$ cat src/rtl/lpm_walker.sv
`default_nettype none
// ============================================================================
//  Module      : lpm_walker
//  Description : Trie-walk engine that sits in front of LpmMemory. It takes one
//                tagged longest-prefix-match lookup at a time, issues one
//                memory read per trie level, and follows child pointers until
//                it reaches a leaf or the last level. It then emits a tagged
//                {hit, result} record downstream.
//  Revision    : 1.0  initial release
// ============================================================================
module lpm_walker #(
  parameter int          TAG_W     = 16,
  parameter int          KEY_W     = 32,
  parameter int          STRIDE    = 8,
  parameter int          RES_W     = 16,
  parameter logic [31:0] ROOT_BASE = 32'h0000_0000
) (
  input  logic                     CLK,
  input  logic                     nRST,
  // lookup request side
  input  logic                     in_enq__ENA,
  input  logic [TAG_W+KEY_W-1:0]   in_enq__v,
  output logic                     in_enq__RDY,
  // memory read request / response
  output logic                     mem_req__ENA,
  output logic [31:0]              mem_req__v,
  input  logic                     mem_req__RDY,
  output logic                     mem_resAccept__ENA,
  input  logic                     mem_resAccept__RDY,
  input  logic [31:0]              mem_resValue,
  // result side
  output logic                     out_enq__ENA,
  output logic [TAG_W+RES_W:0]     out_enq__v,
  input  logic                     out_enq__RDY
);

  localparam int                LEVELS     = KEY_W / STRIDE;
  localparam int                LVL_W      = $clog2(LEVELS) + 1;
  localparam logic [LVL_W-1:0]  LAST_LEVEL = LVL_W'(LEVELS - 1);

  typedef enum logic [1:0] {
    IDLE  = 2'd0,
    ISSUE = 2'd1,
    WAIT  = 2'd2,
    EMIT  = 2'd3
  } state_t;

  state_t               state;
  state_t               state_nxt;

  logic [TAG_W-1:0]     tag;
  logic [KEY_W-1:0]     key;
  logic [31:0]          base;
  logic [LVL_W-1:0]     level;
  logic                 hit;
  logic [RES_W-1:0]     result;

  logic [31:0]          shift_amt;
  logic [KEY_W-1:0]     key_aligned;
  logic [STRIDE-1:0]    chunk;
  logic                 accept;
  logic                 res_fire;
  logic                 is_leaf;
  logic                 at_last;

  // The chunk for the current level is brought to the top of the key by a
  // shift, which avoids a variable-base part-select on the raw key.
  assign shift_amt   = 32'(level) * 32'(STRIDE);
  assign key_aligned = key << shift_amt;
  assign chunk       = key_aligned[KEY_W-1 -: STRIDE];

  // Child-slot address; the add wraps modulo 2^32 by construction.
  assign mem_req__v  = base + 32'(chunk);

  assign out_enq__v  = {tag, hit, result};

  assign accept      = (state == IDLE) && in_enq__ENA;
  assign res_fire    = (state == WAIT) && mem_resAccept__RDY;
  assign is_leaf     = mem_resValue[31];
  assign at_last     = (level == LAST_LEVEL);

  // State register.
  always_ff @(posedge CLK or negedge nRST) begin
    if (!nRST) begin
      state <= IDLE;
    end else begin
      state <= state_nxt;
    end
  end

  // Next-state and handshake outputs. ISSUE and WAIT are separate states, so
  // a read request and a response accept never coincide.
  always_comb begin
    state_nxt          = state;
    in_enq__RDY        = 1'b0;
    mem_req__ENA       = 1'b0;
    mem_resAccept__ENA = 1'b0;
    out_enq__ENA       = 1'b0;
    case (state)
      IDLE: begin
        in_enq__RDY = 1'b1;
        if (in_enq__ENA) begin
          state_nxt = ISSUE;
        end
      end
      ISSUE: begin
        mem_req__ENA = mem_req__RDY;
        if (mem_req__RDY) begin
          state_nxt = WAIT;
        end
      end
      WAIT: begin
        mem_resAccept__ENA = mem_resAccept__RDY;
        if (mem_resAccept__RDY) begin
          state_nxt = (is_leaf || at_last) ? EMIT : ISSUE;
        end
      end
      EMIT: begin
        out_enq__ENA = out_enq__RDY;
        if (out_enq__RDY) begin
          state_nxt = IDLE;
        end
      end
      default: begin
        state_nxt = IDLE;
      end
    endcase
  end

  // Lookup context: latch on accept, then descend or finish on each response.
  always_ff @(posedge CLK or negedge nRST) begin
    if (!nRST) begin
      tag    <= '0;
      key    <= '0;
      base   <= '0;
      level  <= '0;
      hit    <= 1'b0;
      result <= '0;
    end else if (accept) begin
      tag   <= in_enq__v[TAG_W+KEY_W-1:KEY_W];
      key   <= in_enq__v[KEY_W-1:0];
      base  <= ROOT_BASE;
      level <= '0;
    end else if (res_fire) begin
      if (is_leaf) begin
        hit    <= 1'b1;
        result <= mem_resValue[RES_W-1:0];
      end else if (at_last) begin
        hit    <= 1'b0;
        result <= '0;
      end else begin
        base  <= {1'b0, mem_resValue[30:0]};
        level <= level + LVL_W'(1);
      end
    end
  end

  // A lookup offered while a walk is in progress is dropped; flag it.
  in_enq_only_when_idle: assert property (
    @(posedge CLK) disable iff (!nRST) in_enq__ENA |-> (state == IDLE)
  );

endmodule
`default_nettype wire

$ cat config.mk
export PLATFORM = sky130hd
export DESIGN_NAME = lpm_walker
export DESIGN_NICKNAME = d
export VERILOG_FILES = /design/src/rtl/lpm_walker.sv
export SDC_FILE = /design/constraint.sdc
export NUM_CORES = 1
export LEC_CHECK = 0
export CAP_MARGIN = 15
export CORE_ASPECT_RATIO = 0.8
export CORE_MARGIN = 2
export CORE_UTILIZATION = 45
export CTS_BUF_LIST = sky130_fd_sc_hd__clkbuf_2 sky130_fd_sc_hd__clkbuf_4 sky130_fd_sc_hd__clkbuf_8
export DETAILED_ROUTE_END_ITERATION = 8
export GPL_TIMING_DRIVEN = 0
export MAX_ROUTING_LAYER = met4
export PLACE_DENSITY = 0.76
export SYNTH_ARGS = -nofsm -noshare
export SYNTH_HDL_FRONTEND = slang
export SYNTH_SLANG_ARGS = --single-unit
$ cat constraint.sdc
create_clock -name CLK -period 4.6 [get_ports CLK]
set_input_delay 1.15 -clock CLK [delete_from_list [all_inputs] [get_ports CLK]]
set_output_delay 1.15 -clock CLK [all_outputs]
set_load 0.02 [all_outputs]
==> results.cfg, run 1 <==
[place]
dp_slack_ns = -0.392
routabilityCongestion = 0.829
placedCellCount = 736
dp_hpwl_mm = 9.54
numPortBuffers = 154

[detailed_routing]
firstDrtPassIters = 4
drc = 0
wl_per_cell_um = 16.8
antenna_left = 0
drtIter0Drc = 207
viasPerCell = 5.21
vias = 3988
wl_mm = 12.9

[critical_path]
worstPathMaxFanout = 5
path_cells = buf_8 > mux4_2 > and2_4 > ha_4 > fa_2 > a21o_1 > a221oi_4 > o21bai_4 > buf_6 > buf_6 > nand3_4 > xnor2_2 > buf_4
crit_path_frequent_cell = buf_6
timing.rr.start = level[0]
cp-start-kind = register
slowest_stage = mux4_2
arrival_ns = 3.40
criticalPathCategory = reg -> out
r2r_slack_ns = 2.50
required_ns = 3.45
reg2reg_to = base[16]
max_stage_delay_ns = 0.51
cp-end-kind = primary output
r2r_cells = 9

[synthesis]
ys_warn_count = 0
async_flop_share_pct = 100
ys_seq_area_share_pct = 50.9
syn_area_um2 = 4970
synth_area_per_cell_um2 = 11.4
synth-edff-count = 0
synth-main-ff-cell = dfrtp_1
synth.distinct_cells = 46
synth_top_cell_area_share_pct = 50.9
syn_nets = 534
synth_top_area_cell = dfrtp_1
synth_area_leaders = dfrtp_1, mux2_2, nand2_1
ys_ff_latch = 101
syn_inst = 437

[timing]
setup_viol = 0
hold_ws_ns = 0.503
fin_ws_ns = 0.0526
slew_violations = 0
slew_headroom_pct = 62.5
max_freq_ghz = 0.220
min_period_over_period_pct = 98.9
rsz0062_at_grt = true
finalSetupTns_ns = 0
hold_violations = 0
worstMarginPinSlew_ns = 0.562
skew_ns = 0.00952
layout_min_cycle_time_ns = 4.55

[layout]
drive_above_1_share_pct = 26.7
final_common_cell = clkdlybuf4s50_1
layout_common_cells = clkdlybuf4s50_1, dfrtp_1, nand2_1
fin_cells = 765
fillers = 851
diodes = 0
nets = 713
finish.utilization_pct = 66.8
synthToLayoutAreaGrowth_pct = 45.3

[cts]
cts_max_path_buffers = 2
clkSinkCount = 101
clk_transition_reported_paths_ns = 0.10
root_buffer = clkbuf_8
cts_hold_buf = 0
numCtsBuffers = 9
cts_tree = yes
ctsHtreeMaxLevel = 3
clock_latency_ns = 0.38

[floorplanning]
fp.coreArea_um2 = 10800
die_h_um = 98.0
die_w_um = 121
rows = 34
ioPinCount = 155
start_util_pct = 46.0
die_area_um2 = 11900

[hold_path]
min_to = hit
hold_class = reg -> reg
hold_depth = 1
worstHoldStart = hit

[grt]
antenna_found_initial = 0
grt_max_degree = 60
grt-ovfl-total = 0
grt.total_usage_pct = 22.9
grt_pass1_vias = 4189
grt_pass1_wl_mm = 20.7

[power_and_ir_drop]
irDropWorstVdd_v = 0.000337
leakagePower_nw = 3.28
p_per_area_nw_per_um2 = 735

[job]
cap_viol_max_count = 0

[status]
status = finished clean
## final cells by class
cell class,instances,area [µm²],area share [%]
Buffer,25,155,2.15
Clock buffer,10,138,1.91
Clock inverter,6,71.3,0.988
Inverter,4,15.0,0.208
Multi-Input combinational cell,306,2480,34.4
Sequential cell,101,2530,35.0
Tap cell,144,180,2.50
Timing Repair Buffer,169,1650,22.9
## flip-flops by register name, indices dropped and copies added (netlist names)
signal / flops
hit: 1
state: 2
base: 31
result: 16
key: 32
tag: 16
level: 3
## power breakdown
part | internal (mW) | total [mW] | leakage, nW | switching [mW]
registers | 1.30 | 1.62 | 1.26 | 0.311
logic | 1.59 | 3.10 | 1.91 | 1.51
clock network | 0.271 | 0.590 | 0.104 | 0.319
## worst max-delay path: cells and delay by family, from the launching register on
family                   cells  cell delay [ns]
adder cells (fa/ha/maj)      2             0.53
flip-flops                   1             0.42
buffers and inverters        4             0.56
AO/OA/AOI/OAI                3             0.62
XOR/XNOR                     1             0.11
multiplexers                 1             0.51
AND/OR/NAND/NOR              2             0.25
## routing by layer
metal | global-route usage, % | vias to the layer above | share of wire, %
met1 | 30.0 | 1957 | 45
met5 | - | - | 0
met4 | 5.75 | 0 | 1.2
met2 | 36.0 | 129 | 48
li1 | - | 1889 | -
met3 | 5.78 | 13 | 6.2
## worst max path at each step
| stage | start | endpoint | slack [ns] |
|---|---|---|---|
| 2_1_floorplan | level[0] | mem_req__v[8] | 0.50 |
| 3_3_place_gp | nRST | tag[13] | -1.37 |
| 3_5_place_dp | level[0] | mem_req__v[26] | -0.39 |
| 4_1_cts | level[0] | mem_req__v[10] | -0.09 |
| 5_1_grt | level[0] | mem_req__v[10] | -0.08 |
| 6_report | level[0] | mem_req__v[10] | 0.05 |
## cells by family (layout without fill, tap and decap cells)
| logic type | after synthesis | count (layout) | share of synthesized area [%] |
|---|---|---|---|
| mux | 56 | 56 | 14.5 |
| flops | 101 | 101 | 50.9 |
| compound gates | 50 | 50 | 8.01 |
| simple gates | 161 | 161 | 15.6 |
| xor+xnor | 28 | 28 | 4.94 |
| buf+inv | 30 | 214 | 3.15 |
| fa+ha+maj | 11 | 11 | 2.92 |
## metrics by stage
stage,power [mW],instance area (µm²)
floorplan,3.22,4970
global placement,4.32,6690
detailed placement,4.43,6710
CTS,5.12,7040
global route,5.61,7220
finish,5.31,7220
## timing repair
action,CTS,global route
setup buffers,3,9
endpoints found under the setup margin,28,26
gates cloned,2,0
gates resized for setup,114,43
pin swaps,6,13
hold endpoints to repair,0,0
## cells in the mapped netlist, types with 4 or more instances
library cell and instances:
dfrtp_1 101, nand2_1 78, mux2_2 48, nand4_1 7, a22o_1 16, and2_1 10
nor2_1 8, a21oi_1 9, mux4_2 8, o21ai_0 4, inv_1 4, and3_1 6
xor2_1 13, a21o_1 4, clkbuf_1 7, buf_2 16, nand3_1 40, ha_1 10
xnor2_1 15
No activity file was read; power rests on OpenSTA's default activity.
==> run 2: changes to the inputs <==
--- a/config.mk
+++ b/config.mk
@@ -5,6 +5,7 @@
 export SDC_FILE = /design/constraint.sdc
 export NUM_CORES = 1
 export LEC_CHECK = 0
+export ABC_AREA = 1
 export CAP_MARGIN = 15
 export CORE_ASPECT_RATIO = 0.8
 export CORE_MARGIN = 2
@@ -13,7 +14,7 @@
 export DETAILED_ROUTE_END_ITERATION = 8
 export GPL_TIMING_DRIVEN = 0
 export MAX_ROUTING_LAYER = met4
-export PLACE_DENSITY = 0.76
+export PLACE_DENSITY = 0.73
 export SYNTH_ARGS = -nofsm -noshare
 export SYNTH_HDL_FRONTEND = slang
 export SYNTH_SLANG_ARGS = --single-unit
==> results.cfg, run 2 <==
[synthesis]
synth_area_leaders = dfrtp_1, nand2_1, nand3_1
synthTopCellsByCount = nand2_1, dfrtp_1, inv_1, nand3_1, nor2_1
synth_top_area_cell = dfrtp_1
synth.distinct_cells = 33
syn_area_um2 = 5710
yosysMostFrequentCell = nand2_1
synth-main-ff-cell = dfrtp_1
syn_nets = 874
ys_warn_count = 0
async_flop_share_pct = 100
synth-edff-count = 0
syn_inst = 777
ys_ff_latch = 101
ys_seq_area_share_pct = 44.3
synth_top_cell_area_share_pct = 44.3
synth_area_per_cell_um2 = 7.34

[timing]
rsz0062_at_grt = false
hold_violations = 0
hold_ws_ns = 0.484
fin_ws_ns = 0.244
max_freq_ghz = 0.230
finalSetupTns_ns = 0
layout_min_cycle_time_ns = 4.36
skew_ns = 0.0100
min_period_over_period_pct = 94.7
worstMarginPinSlew_ns = 0.685
setup_viol = 0
slew_headroom_pct = 54.4
slew_violations = 0

[critical_path]
max_stage_delay_ns = 0.38
slowest_stage = dfrtp_1
arrival_ns = 3.21
worstPathMaxFanout = 10
required_ns = 3.45
crit_path_frequent_cell = nand2_1
r2r_slack_ns = 2.28
cp-start-kind = register
path_cells = buf_4 > inv_2 > clkbuf_4 > o21ai_2 > a21oi_1 > ha_2 > fa_2 > nand2_1 > nand2_1 > nand3_1 > nand2_1 > nand2_1 > nand2_1 > nand2_1 > nand2_1 > dlygate4sd2_1
reg2reg_to = result[13]
r2r_cells = 7
cp-end-kind = primary output
timing.rr.start = level[2]
criticalPathCategory = reg -> out

[place]
dp_hpwl_mm = 13.1
place_area_um2 = 7490
dp_slack_ns = -0.261
routabilityCongestion = 0.972
numPortBuffers = 154

[layout]
layout_common_cells = nand2_1, clkdlybuf4s50_1, dfrtp_1
drive_above_1_share_pct = 10.3
multiInputGateArea_um2 = 2710
fillers = 1122
regArea_um2 = 2530
final_common_cell = nand2_1
largest_reg_flops = 32
synthToLayoutAreaGrowth_pct = 35.7
diodes = 0
largestRegisters = key x32, base x31
postLayoutCellArea_um2 = 7740
nets = 1041
top_register = key

[cts]
cts_max_path_buffers = 2
numCtsBuffers = 9
root_buffer = clkbuf_8
clkSinkCount = 101
clk_transition_reported_paths_ns = 0.11
ctsHtreeMaxLevel = 3
clock_latency_ns = 0.37
cts_tree = yes

[floorplanning]
rows = 36
die_h_um = 105
die_area_um2 = 13600
ioPinCount = 155
start_util_pct = 46.4
fp.coreArea_um2 = 12300
die_w_um = 130

[detailed_routing]
drc = 0
drtIter0Drc = 392
viasPerCell = 5.04
antenna_left = 0
firstDrtPassIters = 5
vias = 5647
wl_per_cell_um = 15.1
wl_mm = 16.9

[grt]
grt.total_usage_pct = 26.6
grt_max_degree = 53
grt-ovfl-total = 0
antenna_found_initial = 0
grt_pass1_wl_mm = 27.3
grt_pass1_vias = 5393

[power_and_ir_drop]
leakagePower_nw = 4.07
p_per_area_nw_per_um2 = 644
irDropWorstVdd_v = 0.000408

[hold_path]
worstHoldStart = key[19]
min_to = key[19]
hold_depth = 2
hold_class = reg -> reg

[job]
cap_viol_max_count = 0

[status]
status = finished clean
[run 2: changes by cell type after synthesis, moves of 9 or more]
cell | previous run | this run
mux2_2 | 48 | 0
nand3_1 | 40 | 71
o21ai_1 | 2 | 20
nand2_1 | 78 | 292
o21ai_0 | 4 | 44
a22o_1 | 16 | 0
nor2_1 | 8 | 62
inv_1 | 4 | 77
xnor2_1 | 15 | 0
and2_1 | 10 | 1
o21ai_2 | 1 | 15
[run 2: layer usage]
metal,vias up,share of wire [%],global-route usage [%]
met2,200,41,35.1
met3,13,7.1,4.35
met4,0,1.1,5.76
met1,2647,51,42.4
met5,-,0,-
li1,2787,-,-
[run 2: kinds of logic after synthesis]
group	Yosys count	synth area share (%)
AOI/OAI and AO/OA	97	10.3
buffers and inverters	112	9.10
xor gates and xnor gates	9	1.38
and+or+nand+nor	447	32.4
adders and majority gates	11	2.54
DFF	101	44.3
[run 2: critical path: cells and delay by family, from the launching register on]
kind	cells	cell delay, ns
AO/OA/AOI/OAI	2	0.31
buffers and inverters	4	0.78
flip-flops	1	0.38
adder cells (fa/ha/maj)	2	0.62
AND/OR/NAND/NOR	8	0.75
[run 2: through the flow]
| step | utilization [%] | std cells | total power [mW] |
|---|---|---|---|
| 6_report | 63.0 | 1120 | 4.98 |
| 5_1_grt | 63.0 | 1120 | 5.36 |
| 4_1_cts | 62.6 | 1119 | 4.98 |
| 3_5_place_dp | 60.9 | 1103 | 4.43 |
| 3_3_place_gp | 60.7 | 1102 | 4.40 |
| 2_1_floorplan | - | 777 | 3.24 |
[run 2: timing repair]
item / in CTS / in global routing
pin swaps: 0 / 1
endpoints found under the hold margin: 0 / 0
endpoints found under the setup margin: 29 / 26
resized for setup: 29 / 43
buffers inserted: 0 / 1
hold buffers: 0 / 0
[run 2: final cells by class]
cell class | instances | area share [%]
clock buffers | 9 | 1.60
repair buffers | 156 | 20.2
flip-flops and latches | 101 | 32.6
well taps | 171 | 2.76
plain buffers | 30 | 2.75
multi-input cells | 564 | 35.1
clock inverters | 7 | 0.905
inverters | 82 | 4.09
[run 2: where the power goes]
| part | total, mW | internal, mW | switching, mW |
|---|---|---|---|
| combinational | 2.85 | 1.19 | 1.66 |
| clock | 0.568 | 0.212 | 0.356 |
| sequential | 1.56 | 1.27 | 0.295 |
| total | 4.98 | 2.67 | 2.31 |
[run 2: how the worst max path moves through the flow]
stage,endpoint,from,slack (ns),cells past startpoint
2_1_floorplan,mem_req__v[12],level[0],1.0,14
3_3_place_gp,result[1],nRST,-1.55,1
3_5_place_dp,mem_req__v[12],level[0],-0.26,14
4_1_cts,mem_req__v[31],level[0],-0.06,16
5_1_grt,mem_req__v[14],level[0],0.008,16
6_report,mem_req__v[14],level[0],0.24,16
